### src/rtl/pir_event_logger_pkg.sv
// pir_pkg: shared definitions for the PIR event logger.
//   - FSM state encoding (OFF / RUN / FLUSH)
//   - 16-bit event record: [15:14] channel id, [13:7] level, [6:0] timestamp
//   - sensor level width and default motion threshold
package pir_pkg;

    localparam int unsigned PIR_LEVEL_W    = 7;
    localparam int unsigned PIR_CHAN_W     = 2;
    localparam int unsigned PIR_TS_W       = 7;
    localparam int unsigned PIR_REC_W      = PIR_CHAN_W + PIR_LEVEL_W + PIR_TS_W;
    localparam int unsigned PIR_THRESH_DEF = 50;

    typedef enum logic [1:0] {
        ST_OFF   = 2'd0,
        ST_RUN   = 2'd1,
        ST_FLUSH = 2'd2
    } pir_state_e;

    typedef struct packed {
        logic [PIR_CHAN_W-1:0]  chan;
        logic [PIR_LEVEL_W-1:0] level;
        logic [PIR_TS_W-1:0]    ts;
    } pir_rec_t;

endpackage

### src/rtl/pir_event_logger_arb.sv
// pir_rr_arbiter: round-robin arbiter for the PIR channels.
// Ports:
//   clk, rst  - clock, async active-high reset
//   req_i     - one request bit per channel
//   gnt_o     - one-hot grant (all zero when no request)
// The last-grant register is one-hot; all-zero (reset value) means "no grant
// yet", which makes channel 0 the first candidate.
module pir_rr_arbiter #(
    parameter int unsigned NUM_SENS = 3
) (
    input  logic                clk,
    input  logic                rst,
    input  logic [NUM_SENS-1:0] req_i,
    output logic [NUM_SENS-1:0] gnt_o
);

    localparam int unsigned IW = $clog2(NUM_SENS);

    logic [NUM_SENS-1:0] last_q;
    logic [IW-1:0]       start_w;
    logic [IW:0]         sum_w;
    logic                found_w;

    always_comb begin
        // Search begins one past the previously granted channel.
        start_w = '0;
        for (int unsigned i = 0; i < NUM_SENS; i++) begin
            if (last_q[i]) start_w = (i == NUM_SENS - 1) ? '0 : IW'(i + 1);
        end
        gnt_o   = '0;
        found_w = 1'b0;
        sum_w   = '0;
        for (int unsigned k = 0; k < NUM_SENS; k++) begin
            sum_w = {1'b0, start_w} + (IW+1)'(k);
            if (sum_w >= (IW+1)'(NUM_SENS)) sum_w = sum_w - (IW+1)'(NUM_SENS);
            if (!found_w && req_i[sum_w[IW-1:0]]) begin
                gnt_o[sum_w[IW-1:0]] = 1'b1;
                found_w              = 1'b1;
            end
        end
    end

    always_ff @(posedge clk or posedge rst) begin
        if (rst)         last_q <= '0;
        else if (|gnt_o) last_q <= gnt_o;
    end

endmodule

### src/rtl/pir_event_logger.sv
// pir_event_logger: captures PIR threshold crossings into an event FIFO.
// Ports:
//   clk, rst   - clock, async active-high reset
//   turn       - 1 = armed, 0 = off
//   clear      - one-cycle pulse flushing buffer and overflow count
//   pir_level  - NUM_SENS packed 7-bit levels, channel 0 in [6:0]
//   rd_req     - pop oldest event
//   rd_valid   - one-cycle strobe, rd_data valid
//   rd_data    - {chan[1:0], level[6:0], ts[6:0]}
//   count      - stored events (0..DEPTH)
//   overflow   - dropped events, saturating at 255
//   busy       - any channel pending or in holdoff
// Build option: define PIR_LOG_TIMESTAMP_EN to add a 7-bit free-running
// timestamp (runs in RUN); otherwise the timestamp field reads 0.
module pir_event_logger
    import pir_pkg::*;
#(
    parameter int unsigned NUM_SENS = 3,
    parameter int unsigned THRESH   = PIR_THRESH_DEF,
    parameter int unsigned HOLDOFF  = 100,
    parameter int unsigned DEPTH    = 8
) (
    input  logic                            clk,
    input  logic                            rst,
    input  logic                            turn,
    input  logic                            clear,
    input  logic [NUM_SENS*PIR_LEVEL_W-1:0] pir_level,
    input  logic                            rd_req,
    output logic                            rd_valid,
    output logic [PIR_REC_W-1:0]            rd_data,
    output logic [3:0]                      count,
    output logic [7:0]                      overflow,
    output logic                            busy
);

    localparam int unsigned AW = $clog2(DEPTH);
    localparam int unsigned HW = $clog2(HOLDOFF + 1);
    localparam logic [PIR_LEVEL_W-1:0] THR = PIR_LEVEL_W'(THRESH);

    pir_state_e state_q;
    logic       run_w, flush_w;

    // Flush actions take effect on the clear edge itself, so results are
    // visible the very next cycle; the FLUSH state repeats them once more.
    assign flush_w = clear || (state_q == ST_FLUSH);
    assign run_w   = (state_q == ST_RUN) && !clear;

    always_ff @(posedge clk or posedge rst) begin
        if (rst) begin
            state_q <= ST_OFF;
        end else if (clear) begin
            state_q <= ST_FLUSH;
        end else begin
            case (state_q)
                ST_OFF:   if (turn) state_q <= ST_RUN;
                ST_RUN:   if (!turn) state_q <= ST_OFF;
                ST_FLUSH: state_q <= turn ? ST_RUN : ST_OFF;
                default:  state_q <= ST_OFF;
            endcase
        end
    end

    logic [PIR_TS_W-1:0] ts_w;
`ifdef PIR_LOG_TIMESTAMP_EN
    logic [PIR_TS_W-1:0] ts_q;
    always_ff @(posedge clk or posedge rst) begin
        if (rst)                     ts_q <= '0;
        else if (state_q == ST_RUN)  ts_q <= ts_q + 1'b1;
    end
    assign ts_w = ts_q;
`else
    assign ts_w = '0;
`endif

    // Per-channel trigger, pending capture and holdoff
    logic [NUM_SENS-1:0]    above_w, trig_w, gnt_w, pend_q, hist_q;
    logic [PIR_LEVEL_W-1:0] lvl_q  [NUM_SENS];
    logic [PIR_TS_W-1:0]    tsc_q  [NUM_SENS];
    logic [HW-1:0]          hold_q [NUM_SENS];

    always_comb begin
        for (int unsigned i = 0; i < NUM_SENS; i++) begin
            above_w[i] = pir_level[i*PIR_LEVEL_W +: PIR_LEVEL_W] >= THR;
            trig_w[i]  = run_w && above_w[i] && !hist_q[i] && !pend_q[i] &&
                         (hold_q[i] == '0);
        end
    end

    always_ff @(posedge clk or posedge rst) begin
        if (rst) begin
            pend_q <= '0;
            hist_q <= '0;
            for (int unsigned i = 0; i < NUM_SENS; i++) begin
                lvl_q[i]  <= '0;
                tsc_q[i]  <= '0;
                hold_q[i] <= '0;
            end
        end else begin
            hist_q <= above_w;
            for (int unsigned i = 0; i < NUM_SENS; i++) begin
                if (!run_w) begin
                    pend_q[i] <= 1'b0;
                    hold_q[i] <= '0;
                end else if (gnt_w[i]) begin
                    pend_q[i] <= 1'b0;
                    hold_q[i] <= HW'(HOLDOFF);
                end else begin
                    if (trig_w[i]) begin
                        pend_q[i] <= 1'b1;
                        lvl_q[i]  <= pir_level[i*PIR_LEVEL_W +: PIR_LEVEL_W];
                        tsc_q[i]  <= ts_w;
                    end
                    if (hold_q[i] != '0) hold_q[i] <= hold_q[i] - 1'b1;
                end
            end
        end
    end

    pir_rr_arbiter #(
        .NUM_SENS(NUM_SENS)
    ) u_arb (
        .clk  (clk),
        .rst  (rst),
        .req_i(pend_q & {NUM_SENS{run_w}}),
        .gnt_o(gnt_w)
    );

    pir_rec_t wr_rec_w;
    always_comb begin
        wr_rec_w = '0;
        for (int unsigned i = 0; i < NUM_SENS; i++) begin
            if (gnt_w[i]) begin
                wr_rec_w.chan  = PIR_CHAN_W'(i);
                wr_rec_w.level = lvl_q[i];
                wr_rec_w.ts    = tsc_q[i];
            end
        end
    end

    // Event buffer
    pir_rec_t      mem_q [DEPTH];
    logic [AW-1:0] wr_ptr_q, rd_ptr_q;
    logic [3:0]    count_q;
    logic [7:0]    ovf_q;
    logic          rd_valid_q;
    pir_rec_t      rd_data_q;
    logic          wr_w, pop_w, full_w, acc_w;

    assign wr_w   = |gnt_w;
    assign pop_w  = rd_req && (count_q != '0) && !flush_w;
    assign full_w = (count_q == 4'(DEPTH));
    // A same-cycle pop frees the slot, so a write into a full buffer is kept.
    assign acc_w  = wr_w && (!full_w || pop_w);

    always_ff @(posedge clk) begin
        if (acc_w) mem_q[wr_ptr_q] <= wr_rec_w;
    end

    always_ff @(posedge clk or posedge rst) begin
        if (rst) begin
            wr_ptr_q   <= '0;
            rd_ptr_q   <= '0;
            count_q    <= '0;
            ovf_q      <= '0;
            rd_valid_q <= 1'b0;
            rd_data_q  <= '0;
        end else if (flush_w) begin
            wr_ptr_q   <= '0;
            rd_ptr_q   <= '0;
            count_q    <= '0;
            ovf_q      <= '0;
            rd_valid_q <= 1'b0;
        end else begin
            if (acc_w) wr_ptr_q <= wr_ptr_q + 1'b1;
            if (pop_w) begin
                rd_ptr_q  <= rd_ptr_q + 1'b1;
                rd_data_q <= mem_q[rd_ptr_q];
            end
            rd_valid_q <= pop_w;
            count_q    <= count_q + {3'b0, acc_w} - {3'b0, pop_w};
            if (wr_w && !acc_w && (ovf_q != 8'hFF)) ovf_q <= ovf_q + 1'b1;
        end
    end

    logic busy_w;
    always_comb begin
        busy_w = |pend_q;
        for (int unsigned i = 0; i < NUM_SENS; i++) begin
            if (hold_q[i] != '0) busy_w = 1'b1;
        end
    end

    assign rd_valid = rd_valid_q;
    assign rd_data  = rd_data_q;
    assign count    = count_q;
    assign overflow = ovf_q;
    assign busy     = busy_w;

endmodule
### config.mk
export PLATFORM = sky130hd
export DESIGN_NAME = pir_event_logger
export DESIGN_NICKNAME = d
export VERILOG_FILES = /design/src/rtl/pir_event_logger_pkg.sv /design/src/rtl/pir_event_logger_arb.sv /design/src/rtl/pir_event_logger.sv
export SDC_FILE = /design/constraint.sdc
export NUM_CORES = 1
export LEC_CHECK = 0
export ABC_CLOCK_PERIOD_IN_PS = 8700
export BUFFER_PORTS_ARGS = -buffer_cell sky130_fd_sc_hd__buf_2
export CELL_PAD_IN_SITES_DETAIL_PLACEMENT = 1
export CELL_PAD_IN_SITES_GLOBAL_PLACEMENT = 1
export CORE_MARGIN = 2
export CORE_UTILIZATION = 30
export CTS_BUF_LIST = sky130_fd_sc_hd__clkbuf_8
export CTS_CLUSTER_SIZE = 14
export DETAILED_ROUTE_END_ITERATION = 12
export PLACE_DENSITY_LB_ADDON = 0.1
export REMOVE_ABC_BUFFERS = 1
export SLEW_MARGIN = 20
export SYNTH_ARGS = -nofsm -noshare
export SYNTH_HDL_FRONTEND = slang
export SYNTH_HIERARCHICAL = 1
export SYNTH_SLANG_ARGS = --single-unit
### constraint.sdc
create_clock -name clk -period 8.7 [get_ports clk]
set_input_delay 0.87 -clock clk [delete_from_list [all_inputs] [get_ports clk]]
set_output_delay 0.87 -clock clk [all_outputs]
set_load 0.005 [all_outputs]
Word-level counts from Yosys, hierarchy flattened --
Memories as Yosys holds them, arrays and structs flattened. A register that Yosys moved wholly into a read port is not among the register bits. Cells that the tools add are included.
Cells by class: equality and inequality tests 12, magnitude comparators 12, div/mod/pow operators 0, reductions and logical operators 55, multiplexer cells 62, multiply operators 0, bitwise operators 7, add/subtract/negate cells 13, shift operators 0
Operators with widths (number):
- 2-to-1 mux 7 bit | 9
- 2-to-1 mux 16 bit | 2
- 2-to-1 mux 1 bit | 25
- logical AND 1 bit | 23
- >= comparator 7 x 6 -> 1 bit (second input constant) | 3
- logical NOT 7 bit | 3
- 2-to-1 mux 3 bit | 7
- nonzero test 7 bit | 3
- subtractor 7 x 1 -> 7 bit (second input constant) | 3
- != test 3 x 1 -> 1 bit (second input constant) | 6
- 2-to-1 mux 2 bit | 8
- 2-to-1 mux 8 bit | 2
- 2-to-1 mux 14 bit | 1
- logical NOT 1 bit | 12
- less-than comparator 2 x 3 -> 1 bit (second input constant) | 3
- AND reduction 3 bit | 3
- adder 8 x 1 -> 8 bit (second input constant) | 1
- != test 8 bit (second input constant) | 1
- adder 3 x 1 -> 3 bit (second input constant) | 2
- binary-select mux 1 bit (select 2 bit) | 3
- demux 1 bit (select 2 bit) | 3
- >= comparator 2 x 1 -> 1 bit (second input constant) | 3
- >= comparator 3 x 2 -> 1 bit (second input constant) | 2
- != test 3 bit (second input constant) | 2
- 20 further kinds | 31
Word-level totals: input bits 26, flip-flop bits (word level) 72, memories kept 1, logic and storage cells 179, latch bits 0, ROM bits 0, RAM bits 128, output and inout port bits 30
Memory list:
- mem_q | words 8, width 16, rd ports 1, clocked after Yosys merged registers in 1, wr ports 1, line pir_event_logger.sv:141 | pir_rec_t mem_q [DEPTH];

Depth between registers and ports, before layout --
Gate-level depths: netlist (run 1).
word-level depth 21, gate-level depth with buffers 18, depth with buffers taken out 17

Cells and area by module --
Netlist (run 1), hierarchy kept.
Modules (own cells, without submodules):
- pir_event_logger | area each 6683.9 µm², cells an instance 498, instances 1, sequential area each 4113.9 µm²
- pir_rr_arbiter | area each 494.2 µm², cells an instance 56, instances 1, sequential area each 75.1 µm²

Worst setup path before layout (run 1) --
No wires, ideal clock.
kind in2reg, start input port clear, end register count_q[2] (netlist: count[2]), arrival 4.044 ns, library setup time 0.132 ns, data required time 8.568 ns, slack 4.524 ns, buffers on the path 2, stages on the path 18, cells stage by stage buf_6 -> nor3b_4 -> and2_1 -> nand2b_1 -> and4_4 -> or2_4 -> a21oi_2 -> inv_1 -> or3_1 -> clkbuf_1 -> nor3_1 -> inv_1 -> o21ai_0 -> ha_1 -> inv_1 -> fa_1 -> xor2_1 -> nor2_1
Between the ends: cells in the longest elaborated chain, start to end 17, elaborated cells between the ends (all ways) 29, classes of those cells add/sub: 2; mux: 12; bitwise: 3; reduce/logical: 12
RTL lines:
- from (decl) | line pir_event_logger.sv:26 | input logic clear,
- logical NOT 1 bit * | line pir_event_logger.sv:46 | assign run_w = (state_q == ST_RUN) && !clear;
- logical AND 1 bit * | line pir_event_logger.sv:46
- bitwise AND 3 bit * | line pir_event_logger.sv:124 | .req_i(pend_q & {NUM_SENS{run_w}}),
- binary-select mux 1 bit (select 2 bit) | line pir_event_logger_arb.sv:36 | if (!found_w && req_i[sum_w[IW-1:0]]) begin
- 2-to-1 mux 1 bit (implied by the code) | line pir_event_logger_arb.sv:36
- 2-to-1 mux 1 bit | line pir_event_logger_arb.sv:36
- logical NOT 1 bit | line pir_event_logger_arb.sv:36
- logical AND 1 bit | line pir_event_logger_arb.sv:36
- [... 2 more ...]
- logical AND 1 bit | line pir_event_logger_arb.sv:36
- 2-to-1 mux 3 bit * | line pir_event_logger_arb.sv:36
- via gnt_w[2] | line pir_event_logger.sv:76 | logic [NUM_SENS-1:0] above_w, trig_w, gnt_w, pend_q, hist_q;
- OR reduction 3 bit * | line pir_event_logger.sv:149 | assign wr_w = |gnt_w;
- logical AND 1 bit * | line pir_event_logger.sv:153 | assign acc_w = wr_w && (!full_w || pop_w);
- adder 4 x 1 -> 4 bit * | line pir_event_logger.sv:180 | count_q <= count_q + {3'b0, acc_w} - {3'b0, pop_w};
- subtractor 4 x 1 -> 4 bit * | line pir_event_logger.sv:180
- 2-to-1 mux 4 bit * | line pir_event_logger.sv:167 | end else if (flush_w) begin
- to (signal assigned) | line pir_event_logger.sv:180
- to (decl) | line pir_event_logger.sv:143 | logic [3:0] count_q;
The timed path passes the listed nets; every way through them passes the cells marked *. The select of a mux whose other input is x is not followed. A chain may end at the register's enable or synchronous reset.

Worst setup path after layout (run 1) --
Same ends and word-level chain as after synthesis.

==> results.toml, run 1 <==
[worst_setup_path]
reg2reg_to = "count[2]"
crit_type = "in -> reg"
worstSetupStartpointType = "input port"
worstPathRequired_ps = 9030
critPathArrivalTime_ps = 4940
crit_path_end_kind = "flop"
cp_cell_sequence = "buf_2 -> nor3b_4 -> and2_1 -> o2bb2ai_1 -> a2111oi_4 -> or2_4 -> a21oi_2 -> inv_1 -> or3_1 -> nor3_1 -> inv_1 -> o21ai_0 -> ha_1 -> inv_1 -> fa_1 -> xor2_1 -> nor2_1"
cp_slowest_cell = "or3_1"
crit_path_end = "count[2]"
regToRegSetupSlack_ps = 4140
cp_max_fo = 30
ff2ff_path_depth = 16
cp-startpoint = "clear"
slowest_delay_ps = 620
crit_top_cell = "inv_1"
r2r-start = "u_arb/last_q[2]"

[cells_and_area]
drive_gt1_frac = 0.241
fin_cells = 937
nets = 647
n_antenna_cell = 0
syn2layout_area_growth_pct = 13.5
post-route-util = 0.347

[sta]
fin_ws_ps = 4090
relSlewSlack = 0.261
slew_violations = 0
min_period_over_period = 0.530
period_minus_slack_ps = 4610
max_freq_mhz = 217
whs_ps = 314
fin_setup_tns_ps = 0
finalSetupViolCount = 0
finalHoldViolCount = 0
clock_skew_ps = 12.0
worst_slew_pin_slew_ps = 1100
rsz0062_at_grt = "no"

[min_path]
hold_class = "in -> async"

[cts]
clock-sinks = 153
cts_made_buffers = 17
clock-root-buffer = "clkbuf_8"
clkLatencyLatePin_ps = 440
clock_path_buffers = 2
cts_resized = 0
postCtsSetupBuffers = 0
clk_pin_slew_ps = 90
postCtsHoldBufs = 0
cts_tree = "built"
htree_levels = 4

[synth]
netlist_top_cells_count = "dfrtp_1 (81), edfxtp_1 (72), nor2_1 (42)"
netlist_area_um2 = 7180
synthDominantCellAreaShare = 0.301
synth_area_leaders = "edfxtp_1 (30%), dfrtp_1 (28%), mux4_2 (5.6%)"
synth_top_area_cell = "edfxtp_1"
synth_seq_cells = 153
ys_seq_area_frac = 0.584
synth_flop_cell = "dfrtp_1"
ys_warn_count = 6
synth.most_common_cell = "dfrtp_1"
synth-edff-count = 72
synthArstFlopShare = 0.529
syn_inst = 554
synthDistinctLibCells = 76
postSynthAreaPerCell_um2 = 13.0

[global_route]
grt_overflow_total = 0
grt_max_degree = 51
grt_pass1_vias = 4973
antenna_found_initial = 0
grt_pass1_wl_um = 27300
grt_use_total = 0.145

[die]
pin_count = 56
fp.dieH_um = 159
die_area_um2 = 25200
core_area_um2 = 23500
num_rows = 56
die_x_um = 159
start_util = 0.306

[pwr]
p_leak_nw = 3.19
ir_worst_vdd_mv = 0.0870
powerDensity_nw_per_um2 = 249

[detailed_routing]
routedWlPerCell_um = 18.2
vias = 4564
finalWirelength_um = 17000
drt-initial-drc-count = 208
drc_errors = 0
first_pass_iters = 5
drtAntennaViolNets = 0
viasPerCell = 4.87

[placement]
place_inst = 905
dp_hpwl_um = 12200
io_buffers = 48
pre_cts_slack_ps = 3500
place.gp.congestion = 0.783

[job]
max_cap_violations = 0

[outcome]
status = "finished, final reports clean"
registers in the layout (all words and copies together), names as in the netlist:
signal,cells
pend_q,3
state_q,2
rd_ptr_q,3
u_arb/last_q,3
hist_q,3
count,4
mem_q,72
rd_valid,1
lvl_q,21
hold_q,21
rd_data,9
wr_ptr_q,3
overflow,8
area by class of cell:
class,instances,area (µm²)
clock buffers,18,248
clock inverters,14,163
fillers,2534,15300
inverters,24,91.3
multi-input cells,351,2740
flip-flops and latches,153,4190
well taps,319,399
repair buffers,58,315
cells in the final DEF (no fill, tap or decap), types with 3 or more instances in the layout:
cell       count
dfrtp_1       81
edfxtp_1      72
buf_2         48
nor2_1        42
a21oi_1       33
nand2_1       29
inv_1         25
mux4_2        18
clkbuf_8      18
o21ai_0       17
ha_1          15
mux2_2        14
mux2i_1       13
nand3_1       10
or3_1         10
buf_4         10
nor4_1         9
nand2b_1       9
o31ai_1        9
nor3_1         8
mux2_1         7
conb_1         7
a211oi_1       6
nor3b_1        6
a22oi_1        6
xnor2_1        4
and3_1         4
o31a_1         4
and2_1         4
or2_2          3
and4_1         3
nand4_1        3
or4_1          3
o21a_1         3
xor2_1         3
o21ai_1        3
a21o_1         3
clkinv_4       3
bufinv_16      3
cells by family (layout without fill, tap and decap cells):
group / after synthesis / after routing / share of synthesized area
xor gates and xnor gates: 7 / 7 / 0.00854
DFF: 153 / 153 / 0.584
adders and majority gates: 16 / 16 / 0.0289
buffers and inverters: 56 / 114 / 0.0396
muxes: 52 / 52 / 0.108
AOI/OAI and AO/OA: 99 / 99 / 0.0931
and+or+nand+nor: 170 / 170 / 0.138
other: 1 / 7 / 0.000522
critical path: cells and delay by family:
family                     cells  cell delay [ps]
AOI/OAI and AO/OA              4              550
buffers and inverters          4              710
xor gates and xnor gates       1              160
and+or+nand+nor                6             2060
adders and majority gates      2              570
routing by layer:
metal	GRT usage	vias to the layer above	routed length, µm
li1	-	2137	-
met2	0.254	53	8850
met4	0.0412	0	163
met3	0.0283	10	403
met5	0	-	0
met1	0.181	2364	7610
power by group:
part	switching [mW]	internal, mW	total (mW)
logic	0.317	0.215	0.532
clock network	0.275	0.290	0.565
registers	0.0476	0.883	0.930
through the flow:
stage	instance area (µm²)	total power [mW]
2_1_floorplan	7010	1.29
3_3_place_gp	7730	1.48
3_5_place_dp	7730	1.50
4_1_cts	8140	2.07
5_1_grt	8150	2.16
6_report	8150	2.03
worst min-delay path by stage:
stage,depth (start not counted),end,start
floorplan,1,state_q[0],state_q[0]
finish,2,u_arb/last_q[0],rst
global placement,1,lvl_q[6],lvl_q[6]
detailed placement,1,lvl_q[1],lvl_q[1]
CTS,2,u_arb/last_q[1],rst
global route,2,u_arb/last_q[0],rst
No activity file was read; power rests on OpenSTA's default activity.
==> inputs of run 2 (changes only) <==
ABC_CLOCK_PERIOD_IN_PS = 4800   (was 8700)
clock period = 4.8 ns   (was 8.7 ns; I/O delays follow)
==> run 2 against run 1 <==
Effect of this change: die area did not move; combinational power rose by 81%; critical path depth decreased by 1; routed wire length about the same; worst hold slack worse by 67 ps; core utilization increased by 0.32 points; critical endpoint unchanged.
==> results.toml, run 2 (synthesis gave the netlist of run 1 again) <==
[outcome]
status = "finished, final reports clean"

[pwr]
ir_worst_vdd_mv = 0.164
powerDensity_nw_per_um2 = 450
finalPower_mw = 3.70
p_leak_nw = 3.23

[sta]
finalHoldViolCount = 0
period_minus_slack_ps = 4160
worst_slew_pin_slew_ps = 1010
max_freq_mhz = 240
relSlewSlack = 0.329
min_period_over_period = 0.867
clock_skew_ps = 15.3
fin_setup_tns_ps = 0
rsz0062_at_grt = "no"
finalSetupViolCount = 0
whs_ps = 247
slew_violations = 0

[job]
max_cap_violations = 0

[worst_setup_path]
crit_path_end = "count[2]"
crit_top_cell = "inv_1"
regToRegSetupSlack_ps = 640
r2r-start = "u_arb/last_q[2]"
cp-startpoint = "u_arb/last_q[2]"
crit_path_end_kind = "flop"
critPathArrivalTime_ps = 4490
cp.depth = 16
crit_type = "reg -> reg"
path_delay_family = "simple AND/OR/NAND/NOR gates"
ff2ff_path_depth = 16
cp_num_buf_inv = 3
cp_slowest_cell = "ha_1"
reg2reg_to = "count[2]"
cp_cell_sequence = "nor3b_1 -> ha_1 -> o2bb2ai_1 -> a2111oi_4 -> or2_4 -> a21oi_2 -> inv_1 -> or3_1 -> nor3_1 -> inv_1 -> o21ai_0 -> ha_1 -> inv_1 -> fa_1 -> xor2_1 -> nor2_1"
cp_max_fo = 11
worstSetupStartpointType = "flop"
slowest_delay_ps = 470
worstPathRequired_ps = 5130

[global_route]
grt_util_met2 = 0.251
grt_use_total = 0.144
met3_usage = 0.0261
grt_max_degree = 42
antenna_found_initial = 0
grt_pass1_vias = 4949
grt_pass1_wl_um = 27200
top_usage_layer = "met2"
gr-usage-met1 = 0.180
grt_overflow_total = 0

[cells_and_area]
num-fill-cells = 2526
reg_top3 = "mem_q: 72 flops, hold_q: 21 flops, lvl_q: 21 flops"
multi_input_area_um2 = 2730
nets = 656
layout_commonest_cell = "dfrtp_1"
top_register = "mem_q"
drive_gt1_frac = 0.252
post-route-util = 0.350
final_cell_mix = "dfrtp_1 (81), edfxtp_1 (72), buf_2 (48)"
n_antenna_cell = 0
syn2layout_area_growth_pct = 14.6
largest_reg_flops = 72
final_area_um2 = 8220
seq_area_um2 = 4190

[die]
core_area_um2 = 23500
die_x_um = 159
num_rows = 56
start_util = 0.306
fp.dieH_um = 159
die_area_um2 = 25200
pin_count = 56

[placement]
place.gp.congestion = 0.749
io_buffers = 48
placed_cell_area_um2 = 7790
dp_hpwl_um = 11800

[detailed_routing]
viasPerCell = 4.86
first_pass_iters = 4
finalWirelength_um = 17000
vias = 4602
drtAntennaViolNets = 0
routedWlPerCell_um = 18.0
drc_errors = 0
drt-initial-drc-count = 149

[cts]
cts_made_buffers = 17
clock_path_buffers = 2
postCtsHoldBufs = 1
clock-root-buffer = "clkbuf_8"
cts_tree = "built"
postCtsSetupBuffers = 0
clock-sinks = 153
clk_pin_slew_ps = 90
htree_levels = 4
clkLatencyLatePin_ps = 460
cts_resized = 0

[min_path]
hold_class = "in -> reg"
-- run 2: changes by cell type in the layout (fill, tap and decap cells not counted), sizes merged --
cell	change
dlygate4sd3	+1
clkbuf	-1
clkinv	+2
inv	+1
bufinv	-1
clkinvlp	-1
buf	+8
-- run 2: power by group --
| part | internal [mW] | switching, mW | total, mW |
|---|---|---|---|
| clock network | 0.485 | 0.561 | 1.05 |
| logic | 0.406 | 0.559 | 0.964 |
| registers | 1.60 | 0.0901 | 1.69 |
| total | 2.49 | 1.21 | 3.70 |
-- run 2: metrics by stage --
stage / setup WS (ps) / instances
after floorplan: 773 / 528
after global placement: 812 / 913
after global routing: 240 / 946
after detailed placement: 663 / 913
after CTS: 645 / 946
final: 639 / 946
-- run 2: final cells by class --
cell class | count | area share
timing repair buffer | 67 | 0.0469
tap | 319 | 0.0485
clock buffer | 17 | 0.0285
clock inverter | 15 | 0.0233
inverter | 24 | 0.0111
sequential | 153 | 0.509
multi-input combinational | 351 | 0.332
-- run 2: worst min-delay path, stage by stage --
cell      delay [ps]
buf_2             90
inv_1             50
a211oi_1          50
-- run 2: how the worst min path moves through the flow --
stage                      from               to  slack [ps]  cells past startpoint
after global placement      rst  u_arb/last_q[1]         390                      2
after detailed placement    rst  u_arb/last_q[1]         390                      2
after global routing      clear       state_q[1]         220                      1
final                      turn       state_q[0]         250                      3
after floorplan             rst  u_arb/last_q[0]         230                      1
after CTS                  turn       state_q[0]         210                      3
-- run 2: metal layers --
metal / up-vias / wire, µm
met4: 0 / 189
met3: 14 / 387
met1: 2370 / 7700
li1: 2161 / -
met5: - / 0
met2: 57 / 8750
